### src/rtl/gbsha_fir_pkg.sv
// Shared types and helpers for the gbsha_fir_seq time-multiplexed FIR filter.
// Optional build macro: GBSHA_FIR_SAT_EN (saturating, round-half-up output format).
package gbsha_fir_pkg;

    typedef enum logic [0:0] {
        IDLE = 1'b0,
        MAC  = 1'b1
    } state_t;

    // Working width for the output formatter; wide enough that rounding and
    // shifting can never overflow for any sane accumulator width.
    localparam int FMT_W = 64;

    // Full-precision accumulator width: one product plus growth for the tap sum.
    function automatic int acc_width(input int bw_in, input int bw_coef, input int n_taps);
        return bw_in + bw_coef + $clog2(n_taps);
    endfunction

    // Width of the tap index counter.
    function automatic int idx_width(input int n_taps);
        return (n_taps > 1) ? $clog2(n_taps) : 1;
    endfunction

    // Round half-up, arithmetic shift, then clamp to the signed bw_out range.
    function automatic logic signed [FMT_W-1:0] sat_round(
        input logic signed [FMT_W-1:0] a,
        input int                      shift,
        input int                      bw_out
    );
        logic signed [FMT_W-1:0] rounded;
        logic signed [FMT_W-1:0] shifted;
        logic signed [FMT_W-1:0] hi;
        logic signed [FMT_W-1:0] lo;
        if (shift > 0) begin
            rounded = a + (64'sd1 <<< (shift - 1));
        end else begin
            rounded = a;
        end
        shifted = rounded >>> shift;
        hi      = (64'sd1 <<< (bw_out - 1)) - 64'sd1;
        lo      = -(64'sd1 <<< (bw_out - 1));
        if (shifted > hi) begin
            return hi;
        end else if (shifted < lo) begin
            return lo;
        end else begin
            return shifted;
        end
    endfunction

endpackage

### src/rtl/gbsha_fir_mac.sv
// Signed multiply-accumulate slice: combinational product, registered
// accumulator with synchronous clear. `sum` is acc + current product, so the
// caller can capture the final tap result without waiting another cycle.
module gbsha_fir_mac #(
    parameter int BW_A   = 4,
    parameter int BW_B   = 4,
    parameter int BW_ACC = 10
) (
    input  logic              clk,
    input  logic              reset,
    input  logic              clr,
    input  logic              en,
    input  logic [BW_A-1:0]   a,
    input  logic [BW_B-1:0]   b,
    output logic [BW_ACC-1:0] sum
);

    logic signed [BW_A+BW_B-1:0] prod_s;
    logic signed [BW_ACC-1:0]    acc_r;
    logic signed [BW_ACC-1:0]    total_s;

    assign prod_s  = $signed(a) * $signed(b);
    assign total_s = acc_r + BW_ACC'(prod_s);
    assign sum     = total_s;

    // Accumulator: cleared at sample accept, adds one product per MAC cycle.
    always_ff @(posedge clk) begin
        if (reset) begin
            acc_r <= '0;
        end else if (clr) begin
            acc_r <= '0;
        end else if (en) begin
            acc_r <= total_s;
        end else begin
            acc_r <= acc_r;
        end
    end

endmodule

### src/rtl/gbsha_fir_seq.sv
// N-tap signed FIR with serially loadable coefficients and one shared MAC.
// A sample is accepted in IDLE, then N_TAPS MAC cycles walk the taps and the
// last one registers the formatted result with a one-cycle out_valid pulse.
// Optional build macro: GBSHA_FIR_SAT_EN selects saturate + round-half-up
// output formatting instead of truncate + wrap.
module gbsha_fir_seq
    import gbsha_fir_pkg::*;
#(
    parameter int N_TAPS    = 4,
    parameter int BW_in     = 4,
    parameter int BW_coef   = 4,
    parameter int BW_out    = 8,
    parameter int OUT_SHIFT = 0
) (
    input  logic               clk,
    input  logic               reset,
    input  logic [BW_in-1:0]   x_in,
    input  logic               in_valid,
    output logic               in_ready,
    input  logic [BW_coef-1:0] coef_in,
    input  logic               coef_valid,
    output logic [BW_out-1:0]  y_out,
    output logic               out_valid
);

    localparam int BW_ACC = acc_width(BW_in, BW_coef, N_TAPS);
    localparam int IDX_W  = idx_width(N_TAPS);

    state_t                  state_r;
    state_t                  state_nxt_s;
    logic [BW_in-1:0]        x_hist_r [N_TAPS];
    logic [BW_coef-1:0]      coef_r   [N_TAPS];
    logic [IDX_W-1:0]        idx_r;
    logic                    accept_s;
    logic                    coef_load_s;
    logic                    last_s;
    logic                    mac_en_s;
    logic [BW_in-1:0]        x_sel_s;
    logic [BW_coef-1:0]      coef_sel_s;
    logic [BW_ACC-1:0]       mac_sum_s;
    logic signed [FMT_W-1:0] wide_s;
    logic [BW_out-1:0]       y_fmt_s;

    // A coefficient strobe in IDLE wins over a pending sample.
    assign in_ready    = (state_r == IDLE) && !coef_valid;
    assign accept_s    = in_valid && in_ready;
    assign coef_load_s = (state_r == IDLE) && coef_valid;
    assign mac_en_s    = (state_r == MAC);
    assign last_s      = (state_r == MAC) && (idx_r == IDX_W'(N_TAPS - 1));
    assign x_sel_s     = x_hist_r[idx_r];
    assign coef_sel_s  = coef_r[idx_r];
    assign wide_s      = FMT_W'($signed(mac_sum_s));

    gbsha_fir_mac #(
        .BW_A   (BW_in),
        .BW_B   (BW_coef),
        .BW_ACC (BW_ACC)
    ) u_mac (
        .clk   (clk),
        .reset (reset),
        .clr   (accept_s),
        .en    (mac_en_s),
        .a     (x_sel_s),
        .b     (coef_sel_s),
        .sum   (mac_sum_s)
    );

    // State register.
    always_ff @(posedge clk) begin
        if (reset) begin
            state_r <= IDLE;
        end else begin
            state_r <= state_nxt_s;
        end
    end

    // Next-state: IDLE -> MAC on accept, MAC -> IDLE after the last tap.
    always_comb begin
        state_nxt_s = state_r;
        case (state_r)
            IDLE: begin
                if (accept_s) begin
                    state_nxt_s = MAC;
                end else begin
                    state_nxt_s = IDLE;
                end
            end
            MAC: begin
                if (last_s) begin
                    state_nxt_s = IDLE;
                end else begin
                    state_nxt_s = MAC;
                end
            end
            default: state_nxt_s = IDLE;
        endcase
    end

    // Tap index: restarts at accept, steps once per MAC cycle.
    always_ff @(posedge clk) begin
        if (reset) begin
            idx_r <= '0;
        end else if (accept_s) begin
            idx_r <= '0;
        end else if (state_r == MAC) begin
            idx_r <= idx_r + IDX_W'(1);
        end else begin
            idx_r <= idx_r;
        end
    end

    // Sample history: newest sample enters at tap 0.
    always_ff @(posedge clk) begin
        if (reset) begin
            for (int k = 0; k < N_TAPS; k++) begin
                x_hist_r[k] <= '0;
            end
        end else if (accept_s) begin
            x_hist_r[0] <= x_in;
            for (int k = 1; k < N_TAPS; k++) begin
                x_hist_r[k] <= x_hist_r[k-1];
            end
        end
    end

    // Coefficient chain: loads enter at the top so c0 ends up in tap 0.
    always_ff @(posedge clk) begin
        if (reset) begin
            for (int k = 0; k < N_TAPS; k++) begin
                coef_r[k] <= (k == 0) ? BW_coef'(1'b1) : '0;
            end
        end else if (coef_load_s) begin
            coef_r[N_TAPS-1] <= coef_in;
            for (int k = 0; k < N_TAPS - 1; k++) begin
                coef_r[k] <= coef_r[k+1];
            end
        end
    end

    // Output formatter applied to acc + last product.
    always_comb begin
        y_fmt_s = '0;
`ifdef GBSHA_FIR_SAT_EN
        y_fmt_s = BW_out'(sat_round(wide_s, OUT_SHIFT, BW_out));
`else
        y_fmt_s = BW_out'(wide_s >>> OUT_SHIFT);
`endif
    end

    // Result register and its one-cycle valid pulse.
    always_ff @(posedge clk) begin
        if (reset) begin
            y_out     <= '0;
            out_valid <= 1'b0;
        end else begin
            out_valid <= last_s;
            if (last_s) begin
                y_out <= y_fmt_s;
            end
        end
    end

endmodule

### config.mk
export PLATFORM = sky130hd
export DESIGN_NAME = gbsha_fir_seq
export DESIGN_NICKNAME = d
export VERILOG_FILES = /design/src/rtl/gbsha_fir_pkg.sv /design/src/rtl/gbsha_fir_mac.sv /design/src/rtl/gbsha_fir_seq.sv
export SDC_FILE = /design/constraint.sdc
export NUM_CORES = 1
export LEC_CHECK = 0
export BUFFER_PORTS_ARGS = -buffer_cell sky130_fd_sc_hd__buf_4
export CORE_MARGIN = 10
export CORE_UTILIZATION = 54
export CTS_BUF_LIST = sky130_fd_sc_hd__clkbuf_4 sky130_fd_sc_hd__clkbuf_8 sky130_fd_sc_hd__clkbuf_16
export DETAILED_ROUTE_END_ITERATION = 10
export GPL_TIMING_DRIVEN = 0
export HOLD_SLACK_MARGIN = 0.03
export PLACE_DENSITY = 0.76
export SETUP_SLACK_MARGIN = 0.4
export SYNTH_ARGS = -nofsm -noshare
export SYNTH_HDL_FRONTEND = slang
export SYNTH_SLANG_ARGS = --single-unit
### constraint.sdc
create_clock -name clk -period 4.1 [get_ports clk]
set_input_delay 0.41 -clock clk [delete_from_list [all_inputs] [get_ports clk]]
set_output_delay 0.41 -clock clk [all_outputs]
set_load 0.01 [all_outputs]
==> results.py <==
metrics = {
    "placed_design": {
        "place_hpwl_um": 4038,
        "io_buffer_count": 21,
        "gp_congestion": 0.8170,
        "place_ws_ns": -0.1030,
    },
    "grt": {
        "grt_antenna_before_repair": 0,
        "grt_max_degree": 26,
        "grt_pass1_wl_um": 9446,
        "grt_pass1_vias": 2042,
        "overflow": 0,
        "grt_util_all_layers": 0.1339,
    },
    "route": {
        "wire_per_inst_um": 15.55,
        "drtPass1Iterations": 4,
        "wl_um": 5521,
        "drtIter0Drc": 71,
        "vias": 1857,
        "routed_via_density": 5.231,
        "ant_nets": 0,
        "drc": 0,
    },
    "layout": {
        "num-fill-cells": 391,
        "drive_gt1_frac": 0.2632,
        "area_growth_pct": 19.31,
        "nNetsFinal": 327,
        "multi_input_comb_area_mm2": 0.001564,
        "regArea_mm2": 0.001403,
        "n_antenna_cell": 0,
        "utilization": 0.6788,
    },
    "job": {
        "maxCapViolations": 0,
    },
    "logic_synthesis": {
        "ys_seq_area_frac": 0.4732,
        "synth_cells": 247,
        "syn-cell-area_mm2": 0.002962,
        "syn_area_per_cell_um2": 11.99,
        "synth_cell_types": 29,
        "syn-num-nets": 290,
        "synth_warnings": 0,
        "ys_ff_latch": 54,
    },
    "clock_tree": {
        "cts_buffer_depth": 2,
        "cts_buffers": 5,
        "clock_latency_ns": 0.32,
        "cts_max_level": 2,
        "cts_hold_buf": 0,
        "cts.sinks": 54,
        "clk_pin_slew_ns": 0.10,
        "root_buffer": "clkbuf_8",
        "tritoncts": "yes",
    },
    "floorplanning": {
        "top_level_ports": 22,
        "dieArea_mm2": 0.008846,
        "die_x_um": 94.06,
        "start_util": 0.5690,
        "core-area_mm2": 0.005205,
        "die_height_um": 94.06,
        "num_rows": 26,
    },
    "timing": {
        "slew_violations": 0,
        "rsz0062_at_grt": "yes",
        "fin_setup_tns_ns": 0,
        "fin_ws_ns": 0.09278,
        "hold_viol_final": 0,
        "tightest_slew_ns": 1.267,
        "holdWs_ns": 0.3622,
        "fmax_ghz": 0.2496,
        "relSlewSlack": 0.1555,
        "fin_crit_ns": 4.007,
        "period_share": 0.9774,
        "skew_ns": 0.009663,
        "setup_viol": 0,
    },
    "pwr": {
        "p_leak_nw": 1.448,
        "p_per_area_mw_per_mm2": 429.2,
        "power_w": 0.001517,
        "vdd_drop_max_mv": 0.2111,
    },
    "min_path": {
        "hp-class": "in2reg",
        "min_from": "x_in[0]",
    },
    "critical_path": {
        "path_common_cell": "fa_1",
        "crit_buf_inv": 3,
        "crit_slowest_cell": "mux4_2",
        "path_class": "reg2reg",
        "crit_family": "adder cells",
        "cp-end-kind": "flop",
        "critical_path_arrival_ns": 4.16,
        "path_max_fanout": 8,
        "worstPathRequired_ns": 4.25,
        "crit_chain": "buf_8 > mux4_2 > and2_4 > fa_2 > fa_1 > inv_1 > fa_1 > inv_2 > ha_4 > nor2b_1 > o21a_1 > or3_1 > nand3_1 > a21oi_1",
        "slowest_delay_ns": 0.56,
        "cp-start-kind": "flop",
    },
    "outcome": {
        "outcome": "finished, final reports clean",
    },
}
-- synthesized netlist by cell type (all sizes together) --
library cell | number | area, µm²
mux2 | 1 | 11.26
xor2 | 1 | 8.760
nor2b | 3 | 18.77
or3 | 2 | 12.51
o21ai | 4 | 20.02
a21o | 1 | 7.510
mux2i | 6 | 60.06
nand3 | 2 | 10.01
buf | 2 | 15.01
ha | 17 | 212.7
a211oi | 5 | 47.54
inv | 22 | 82.58
and2 | 42 | 265.3
a21oi | 9 | 45.04
nand2b | 6 | 37.54
dfxtp | 22 | 440.4
xnor2 | 7 | 68.82
clkbuf | 7 | 26.28
edfxtp | 32 | 960.9
xnor3 | 1 | 22.52
o21a | 1 | 7.510
fa | 14 | 280.3
nand2 | 15 | 56.30
nor2 | 17 | 63.81
mux4 | 8 | 180.2
-- final cells by class --
cell class              count  share of cell area
plain buffers               9             0.01310
well taps                  70             0.02479
inverters                  22             0.02337
multi-input cells         162              0.4426
flip-flops and latches     54              0.3970
repair buffers             30             0.06586
clock buffers               5             0.01948
clock inverters             3             0.01381
-- cell families (layout without fill, tap and decap cells) --
group | Yosys count | count (layout) | share of synthesized area
muxes | 15 | 15 | 0.08492
xor gates and xnor gates | 9 | 9 | 0.03380
buffers and inverters | 31 | 69 | 0.04183
and+or+nand+nor | 87 | 87 | 0.1567
adders and majority gates | 31 | 31 | 0.1665
AOI/OAI and AO/OA | 20 | 20 | 0.04309
DFF | 54 | 54 | 0.4732
-- stage by stage --
step | cells | area (µm²)
after detailed placement | 338 | 3241
after CTS | 353 | 3471
after global placement | 338 | 3241
after global routing | 355 | 3533
final | 355 | 3533
after floorplan | 247 | 2995
-- placed cells by master, fill, tap and decap left out, drive strengths merged --
master    instances
and2             42
edfxtp           32
buf              32
inv              23
dfxtp            22
nor2             17
ha               17
nand2            15
fa               14
clkbuf           12
a21oi             9
mux4              8
xnor2             7
nand2b            6
mux2i             6
a211oi            5
o21ai             4
nor2b             3
or3               2
nand3             2
mux2              1
xor2              1
xnor3             1
o21a              1
a21o              1
clkinvlp          1
bufinv            1
-- final timing paths --
kind                             endpoint  slack [ns]  cells after the start
min          x_hist_r[0][0]$_SDFFCE_PN0P_        0.36                      2
min reg2reg         y_out[6]$_SDFFE_PP0P_        0.46                      2
max reg2reg   u_mac.acc_r[6]$_SDFFE_PP0P_        0.09                     14
max           u_mac.acc_r[6]$_SDFFE_PP0P_        0.09                     14
-- per-layer routing --
| layer | vias to the layer above | track usage | wire length, µm | part of all wire |
|---|---|---|---|---|
| met1 | 914 | 0.1600 | 2478 | 0.45 |
| met4 | 0 | 0.03797 | 84 | 0.015 |
| met3 | 10 | 0.03277 | 209 | 0.038 |
| met5 | - | 0 | 0 | 0 |
| li1 | 899 | - | - | - |
| met2 | 34 | 0.2327 | 2749 | 0.50 |
-- sequential cells by signal (all words and copies together), names as in the netlist, named ones only --
signal / count
coef_r: 16
x_hist_r: 16
u_mac.acc_r: 8
y_out: 8
idx_r: 2
mac_en_s: 1
out_valid: 1
-- power by group --
| part | internal (W) | total [W] | leakage (nW) | switching (W) |
|---|---|---|---|---|
| registers | 0.000609 | 0.000625 | 0.520 | 0.0000169 |
| clock network | 0.000186 | 0.000375 | 0.0563 | 0.000189 |
| logic | 0.000266 | 0.000516 | 0.871 | 0.000250 |
-- timing repair --
action	CTS	global route
gates resized for setup	14	9
endpoints found under the setup margin	8	10
pin swaps	14	11
setup buffers	7	2
Note: power is estimated with default switching activity, not from simulation.
